File: config.mk
export PLATFORM = sky130hd
export DESIGN_NAME = rv32_mem_arbiter
export DESIGN_NICKNAME = d
export VERILOG_FILES = /design/src/rtl/rv32_mem_arbiter.sv
export SDC_FILE = /design/constraint.sdc
export NUM_CORES = 1
export LEC_CHECK = 0
export BUFFER_PORTS_ARGS = -buffer_cell sky130_fd_sc_hd__buf_2
export CORE_AREA = 2 2 107 109
export DETAILED_ROUTE_END_ITERATION = 8
export DIE_AREA = 0 0 109 111
export PLACE_DENSITY = 0.71
export SYNTH_ARGS = -nofsm -noshare
export SYNTH_HDL_FRONTEND = slang
export SYNTH_SLANG_ARGS = --single-unit
File: constraint.sdc
create_clock -name clk -period 2.3 [get_ports clk]
set_input_delay 0.115 -clock clk [delete_from_list [all_inputs] [get_ports clk]]
set_output_delay 0.115 -clock clk [all_outputs]
set_load 0.02 [all_outputs]
File: src/rtl/rv32_mem_arbiter.sv
// rv32_mem_arbiter: shares one single-ported memory between the fetch port
// (M0, i_*) and the data port (M1, d_*). The winning request is latched onto
// the m_* port and held until m_done; completion and read data are routed
// back to the owner. The data port has priority, and a wait counter lets a
// starved fetch win once it has lost MAX_WAIT arbitrations in a row.
//
// Optional build macro RV32_MEM_ARB_STATS_EN adds the grant/conflict counters
// stat_i_grants, stat_d_grants and stat_conflicts.
//
// state  | meaning
// IDLE   | no transfer in flight, m_valid=0, arbitrate every cycle
// BUSY_I | fetch request on the memory port, waiting for m_done
// BUSY_D | data request on the memory port, waiting for m_done

module rv32_mem_arbiter #(
    parameter int ADDR_W   = 32,
    parameter int MAX_WAIT = 4
) (
    input  logic              clk,
    input  logic              reset,
    input  logic              i_valid,
    input  logic [ADDR_W-1:0] i_addr,
    output logic              i_done,
    output logic [31:0]       i_rdata,
    input  logic              d_valid,
    input  logic              d_we,
    input  logic [ADDR_W-1:0] d_addr,
    input  logic [31:0]       d_wdata,
    input  logic [3:0]        d_wstrb,
    output logic              d_done,
    output logic [31:0]       d_rdata,
    output logic              m_valid,
    output logic              m_we,
    output logic [ADDR_W-1:0] m_addr,
    output logic [31:0]       m_wdata,
    output logic [3:0]        m_wstrb,
    input  logic              m_done,
    input  logic [31:0]       m_rdata
`ifdef RV32_MEM_ARB_STATS_EN
    ,
    output logic [31:0]       stat_i_grants,
    output logic [31:0]       stat_d_grants,
    output logic [31:0]       stat_conflicts
`endif
);

    typedef enum logic [1:0] {IDLE, BUSY_I, BUSY_D} state_t;

    state_t            state_q, state_d;
    logic              m_valid_q, m_valid_d;
    logic              m_we_q, m_we_d;
    logic [ADDR_W-1:0] m_addr_q, m_addr_d;
    logic [31:0]       m_wdata_q, m_wdata_d;
    logic [3:0]        m_wstrb_q, m_wstrb_d;
    logic [3:0]        wait_cnt_q, wait_cnt_d;

    logic arb_en;
    logic i_cand;
    logic d_cand;
    logic grant_i;
    logic grant_d;

    // Arbitration, request latching and anti-starvation bookkeeping.
    always_comb begin
        state_d    = state_q;
        m_valid_d  = m_valid_q;
        m_we_d     = m_we_q;
        m_addr_d   = m_addr_q;
        m_wdata_d  = m_wdata_q;
        m_wstrb_d  = m_wstrb_q;
        wait_cnt_d = wait_cnt_q;

        // Arbitration happens in IDLE and at the completion edge of a busy
        // transfer; the completing master's valid is stale in that cycle.
        arb_en  = (state_q == IDLE) || m_done;
        i_cand  = i_valid && (state_q != BUSY_I);
        d_cand  = d_valid && (state_q != BUSY_D);
        grant_i = arb_en && i_cand && ((wait_cnt_q >= 4'(MAX_WAIT)) || !d_cand);
        grant_d = arb_en && d_cand && !grant_i;

        if (grant_i) begin
            state_d    = BUSY_I;
            m_valid_d  = 1'b1;
            m_we_d     = 1'b0;
            m_addr_d   = i_addr;
            m_wdata_d  = '0;
            m_wstrb_d  = 4'h0;
            wait_cnt_d = 4'h0;
        end else if (grant_d) begin
            state_d   = BUSY_D;
            m_valid_d = 1'b1;
            m_we_d    = d_we;
            m_addr_d  = d_addr;
            m_wdata_d = d_wdata;
            m_wstrb_d = d_we ? d_wstrb : 4'h0;
            if (i_cand && (wait_cnt_q != 4'hF)) begin
                wait_cnt_d = wait_cnt_q + 4'h1;
            end
        end else if (arb_en) begin
            state_d   = IDLE;
            m_valid_d = 1'b0;
        end
    end

    // State and memory-port registers.
    always_ff @(posedge clk or posedge reset) begin
        if (reset) begin
            state_q    <= IDLE;
            m_valid_q  <= 1'b0;
            m_we_q     <= 1'b0;
            m_addr_q   <= '0;
            m_wdata_q  <= '0;
            m_wstrb_q  <= 4'h0;
            wait_cnt_q <= 4'h0;
        end else begin
            state_q    <= state_d;
            m_valid_q  <= m_valid_d;
            m_we_q     <= m_we_d;
            m_addr_q   <= m_addr_d;
            m_wdata_q  <= m_wdata_d;
            m_wstrb_q  <= m_wstrb_d;
            wait_cnt_q <= wait_cnt_d;
        end
    end

    // Completion routing: done pulses follow m_done only for the owner.
    always_comb begin
        i_done  = m_done && (state_q == BUSY_I);
        d_done  = m_done && (state_q == BUSY_D);
        i_rdata = m_rdata;
        d_rdata = m_rdata;
    end

    assign m_valid = m_valid_q;
    assign m_we    = m_we_q;
    assign m_addr  = m_addr_q;
    assign m_wdata = m_wdata_q;
    assign m_wstrb = m_wstrb_q;

`ifdef RV32_MEM_ARB_STATS_EN
    logic [31:0] stat_i_q, stat_i_d;
    logic [31:0] stat_d_q, stat_d_d;
    logic [31:0] stat_c_q, stat_c_d;

    // Grant and conflict counters; they wrap naturally at 2^32.
    always_comb begin
        stat_i_d = stat_i_q + {31'b0, grant_i};
        stat_d_d = stat_d_q + {31'b0, grant_d};
        stat_c_d = stat_c_q + {31'b0, (arb_en && i_cand && d_cand)};
    end

    // Statistics registers.
    always_ff @(posedge clk or posedge reset) begin
        if (reset) begin
            stat_i_q <= '0;
            stat_d_q <= '0;
            stat_c_q <= '0;
        end else begin
            stat_i_q <= stat_i_d;
            stat_d_q <= stat_d_d;
            stat_c_q <= stat_c_d;
        end
    end

    assign stat_i_grants  = stat_i_q;
    assign stat_d_grants  = stat_d_q;
    assign stat_conflicts = stat_c_q;
`endif

endmodule

Word level (Yosys, flattened, before mapping)
Index checks and enable logic that the tools add are counted.
{"block": "word_totals", "output_inout_bits": 136, "inputBits": 138, "register_bits": 76}
{"block": "op_classes", "add_sub_neg": 1, "n_mux": 18, "n_reduce_logical": 18, "n_lt_le_gt_ge": 1, "n_eq_ne": 5}
{"op": "$mux 32", "n": 4}
{"op": "$mux 4", "n": 6}
{"op": "$logic_and 1x1->1", "n": 9}
{"op": "$mux 2", "n": 3}
{"op": "$mux 1", "n": 5}
{"op": "$add 4x1->4 const B", "n": 1}
{"op": "$ge 4x3->1 const B", "n": 1}
{"op": "$ne 4x4->1 const B", "n": 1}
{"op": "$reduce_bool 2->1", "n": 2}
{"op": "$reduce_bool 3->1", "n": 1}
{"op": "$eq 2x1->1 const B", "n": 1}
{"op": "$eq 2x2->1 const B", "n": 1}
{"op": "$logic_not 1->1", "n": 2}
{"op": "$logic_not 2->1", "n": 1}
{"op": "$logic_or 1x1->1", "n": 2}
{"op": "$ne 2x1->1 const B", "n": 1}
{"op": "$ne 2x2->1 const B", "n": 1}
{"op": "$reduce_and 2->1", "n": 1}

Logic depth before layout (Yosys ltp)
{"block": "logic_depth", "word_depth": 9, "depth_mapped": 7, "ltp_nobuf": 4}

Worst setup path before layout
No wires, ideal clock.
{"block": "synth_path", "path_kind": "register -> register", "startpoint": "reg state_q[1]", "endpoint": "reg m_addr_q[17] (netlist: m_addr[17])", "t_arrival_ps": 1455, "setup_time_ps": 126, "slack_ps": 719, "synth_period_minus_slack_ps": 1581, "n_path_buf": 2, "t_required_ps": 2174, "stages_incl_launch_ff": 7, "path_cell_list": "dfrtp_1 > and2_1 > o21ai_4 > buf_2 > buf_2 > nor3b_1 > a221o_1"}
{"block": "synth_via", "elab_chain_cells": 8, "elab_cells_between_ends": 15, "classes_between": "2 x eq/ne; 1 x mux; 12 x reduce/logical"}
{"element": "from (decl)", "line_no": "49", "source": "state_t state_q, state_d;"}
{"element": "from (signal assigned)", "line_no": "116", "source": "state_q <= state_d;"}
{"element": "$ne 2x2->1", "line_no": "77", "source": "d_cand = d_valid && (state_q != BUSY_D);"}
{"element": "$logic_and 1x1->1", "line_no": "77"}
{"element": "$logic_not 1->1", "line_no": "78", "source": "grant_i = arb_en && i_cand && ((wait_cnt_q >= 4'(MAX_WAIT)) || !d_cand);"}
{"element": "$logic_or 1x1->1", "line_no": "78"}
{"element": "$logic_and 1x1->1", "line_no": "78"}
{"element": "$logic_not 1->1", "line_no": "79", "source": "grant_d = arb_en && d_cand && !grant_i;"}
{"element": "$logic_and 1x1->1", "line_no": "79"}
{"element": "$reduce_bool 2->1 (no source line)"}
{"element": "to (signal assigned)", "line_no": "119", "source": "m_addr_q <= m_addr_d;"}
{"element": "to (decl)", "line_no": "52", "source": "logic [ADDR_W-1:0] m_addr_q, m_addr_d;"}
Parallel ways exist; a longest one is shown, timed or not.
A chain may end at the register's enable or synchronous reset.

Worst setup path after layout
{"block": "layout_path", "startpoint": "reg state_q[1]", "endpoint": "reg m_wdata_q[6] (netlist: m_wdata[6])"}
{"block": "layout_via", "elab_chain_cells": 8, "elab_cells_between_ends": 15, "classes_between": "2 x eq/ne; 1 x mux; 12 x reduce/logical"}
{"element": "$ne 2x2->1", "line_no": "77"}
{"element": "$logic_and 1x1->1", "line_no": "77"}
{"element": "$logic_not 1->1", "line_no": "78"}
{"element": "$logic_or 1x1->1", "line_no": "78"}
{"element": "$logic_and 1x1->1", "line_no": "78"}
{"element": "$logic_not 1->1", "line_no": "79"}
{"element": "$logic_and 1x1->1", "line_no": "79"}
{"element": "$reduce_bool 2->1 (no source line)"}
{"element": "to (signal assigned)", "line_no": "120", "source": "m_wdata_q <= m_wdata_d;"}
{"element": "to (decl)", "line_no": "53", "source": "logic [31:0] m_wdata_q, m_wdata_d;"}
Parallel ways exist; a longest one is shown, timed or not.

==> flow_summary.toml <==
[setup_path]
crit_path_start = "state_q[1]$_DFFE_PP0P_"
critPathLaunchType = "flip-flop"
cp.arrival_ns = 2.11
reg2reg_slack_ns = 0.46
critPathKind = "flip-flop to flip-flop"
path_buf_inv = 1
endpoint = "m_wdata[6]$_DFFE_PP0P_"
crit_family = "simple AND/OR/NAND/NOR gates"
critPathCaptureType = "flip-flop"
max_stage_delay_ns = 0.41
worst-endpoint-required_ns = 2.57
rr_startpoint = "state_q[1]$_DFFE_PP0P_"
r2r-end = "m_wdata[6]$_DFFE_PP0P_"
crit_fanout = 27
crit_chain = "and2_1 -> o21ai_4 -> and2_2 -> buf_4 -> a22o_1"
crit_cells = 5
reg2regPathDepth = 5
critPathSlowestCell = "dfrtp_1"

[floorplan]
die_w_um = 109
fp.dieH_um = 111
rows = 39
core_mm2 = 0.0111
ios = 274
die_area_mm2 = 0.0121
initial_core_util_pct = 32.6

[clocking]
cts_tree = "done"
insertion_delay_ns = 0.33
clock_path_buffers = 2
cts_sinks = 76
cts_buffers = 9
postCtsSetupRepairBufs = 0
worst_setup_hold_path_clk_slew_ns = 0.06
cts_resized = 0
cts_max_level = 3
cts_root_buffer = "clkbuf_16"

[worst_hold_path]
holdCritPathClass = "input pin to flip-flop"
min_from = "d_wdata[3]"

[timing]
fin_skew_ns = 0.00605
finalHoldViolCount = 0
slew-limit-headroom_pct = 63.5
fin_tns_setup_ns = 0
worst_pin_slew_ns = 0.546
slew_viol_final = 0
post-route-min-period_ns = 1.84
rsz0062_at_grt = "no"
max_freq_mhz = 543
fin_crit_sh_pct = 80.1
finalSetupViolations = 0

[grt]
antenna_found_initial = 0
grtUsageTotal_pct = 15.0
grt_pass1_wl_um = 14000
grt_remaining_overflow = 0
grt_max_degree = 71
grt_pass1_vias = 2777

[place]
hpwl_um = 6640
dpl-instance-area_mm2 = 0.00415
io_buffers = 177
place.gp.congestion = 0.796

[synth]
ys_seq_area_share_pct = 52.6
synth_fp_nets = 432
synth_cells = 293
synth_area_mm2 = 0.00361
yosysWarnings = 0
syn_area_per_cell_um2 = 12.3
ys_ff_latch = 76
ys_types = 24

[layout]
fillCellCount = 1052
diodes = 0
fin_nets = 548
syn2layout_area_growth_pct = 26.0
drive_gt1_share_pct = 49.0
final_cell_area_mm2 = 0.00455

[routing]
wl_per_cell_um = 16.9
vias = 2796
drt-total-wl_um = 9430
first_iter_violations = 88
antenna_left = 0
dr.pass1.iters = 4
drc = 0
routed_via_density = 5.02

[run_status]
status = "completed"

[power]
p_leak_nw = 2.30
cellPowerDensity_mw_per_mm2 = 1500
peakVddDrop_uv = 600

[flow_run]
max-cap-violations = 0
[registers in the layout (all words and copies together), names as in the netlist]
| signal | cells |
|---|---|
| m_wdata | 32 |
| m_wstrb | 4 |
| m_addr | 32 |
| wait_cnt_q | 4 |
| state_q | 2 |
| m_we | 1 |
| m_valid | 1 |
[worst min path at each step]
stage	endpoint	slack, ns	cells past startpoint
floorplan	state_q[1]$_DFFE_PP0P_	0.21	1
global placement	m_wdata[19]$_DFFE_PP0P_	0.18	2
detailed placement	m_wdata[19]$_DFFE_PP0P_	0.18	2
CTS	m_wdata[27]$_DFFE_PP0P_	0.0002	2
global route	m_wdata[22]$_DFFE_PP0P_	0.0007	2
finish	m_wdata[3]$_DFFE_PP0P_	0.007	2
[cells by family after synthesis]
group / synth area share (%)
AOI/OAI and AO/OA: 19.9
adders and majority gates: 0.346
buffers and inverters: 17.4
DFF: 52.6
muxes: 0.935
and+or+nand+nor: 8.80
[Yosys cell counts]
cell type,n,area (um2)
nand3_1,2,10.0
ha_1,1,12.5
buf_4,65,488
o221ai_1,1,8.76
a221o_1,32,320
nor2_1,3,11.3
o21ai_0,2,10.0
nand2b_1,2,12.5
nor2b_1,1,6.26
o21bai_1,1,7.51
mux2_2,1,11.3
a21oi_1,2,10.0
buf_6,4,45.0
clkbuf_1,5,18.8
buf_2,13,65.1
o21ai_4,1,16.3
and3_1,3,18.8
a22o_1,35,307
mux2i_4,1,22.5
and2_1,3,18.8
nor3b_1,32,240
dfrtp_1,76,1900
a32o_1,4,40.0
inv_1,3,11.3
[area by class of cell]
type / instances / area [um2] / area share [%]
flip-flops and latches: 76 / 1900 / 41.8
multi-input cells: 127 / 1080 / 23.8
repair buffers: 192 / 1060 / 23.2
clock buffers: 11 / 233 / 5.11
well taps: 143 / 179 / 3.93
clock inverters: 5 / 85.1 / 1.87
inverters: 3 / 12.5 / 0.275
[power by group]
group          switching, W  internal, W  total [W]
sequential         0.000334      0.00193    0.00227
combinational       0.00182      0.00122    0.00304
clock              0.000548     0.000957    0.00150
total               0.00270      0.00411    0.00681
[cells in the final DEF, fill, tap and decap left out]
| cell | n |
|---|---|
| bufinv_16 | 2 |
| buf_12 | 3 |
| dfrtp_1 | 76 |
| clkbuf_1 | 2 |
| nor2b_1 | 1 |
| clkbuf_16 | 9 |
| nor3b_1 | 32 |
| a221o_1 | 32 |
| inv_1 | 2 |
| clkinv_4 | 1 |
| clkinv_2 | 1 |
| buf_2 | 177 |
| a32o_1 | 4 |
| and2_2 | 1 |
| o21bai_1 | 1 |
| buf_4 | 4 |
| o221ai_1 | 1 |
| nand3_1 | 2 |
| ha_1 | 1 |
| mux2_2 | 1 |
| o21ai_4 | 1 |
| clkinvlp_4 | 1 |
| a21oi_1 | 2 |
| o21ai_0 | 2 |
| nor2_1 | 3 |
| inv_6 | 1 |
| and3_1 | 3 |
| and2_1 | 2 |
| mux2i_4 | 1 |
| dlygate4sd3_1 | 8 |
| nand2b_1 | 2 |
| a22o_1 | 35 |
[routing by layer]
metal | up-vias | global-route usage, % | wire length (um)
met5 | - | 0 | 0
met4 | 0 | 5.47 | 163
met3 | 21 | 4.47 | 796
met2 | 147 | 27.7 | 5020
met1 | 1366 | 15.8 | 3460
li1 | 1262 | - | -
[metrics by stage]
stage	instances	util, %	setup slack, ns	hold WS, ns	total power (W)
6_report	557	41.1	0.458	0.00721	0.00681
5_1_grt	557	41.1	0.337	0.000748	0.00721
4_1_cts	554	40.8	0.442	0.000169	0.00689
3_5_place_dp	533	37.5	0.461	0.180	0.00534
3_3_place_gp	533	37.5	0.532	0.180	0.00524
2_1_floorplan	293	-	0.247	0.212	0.00450
[what timing repair did]
action                                 CTS  global route
setup endpoints to repair                0             0
endpoints found under the hold margin   34             3
hold buffers                             5             3
(Power assumes the default switching activity.)
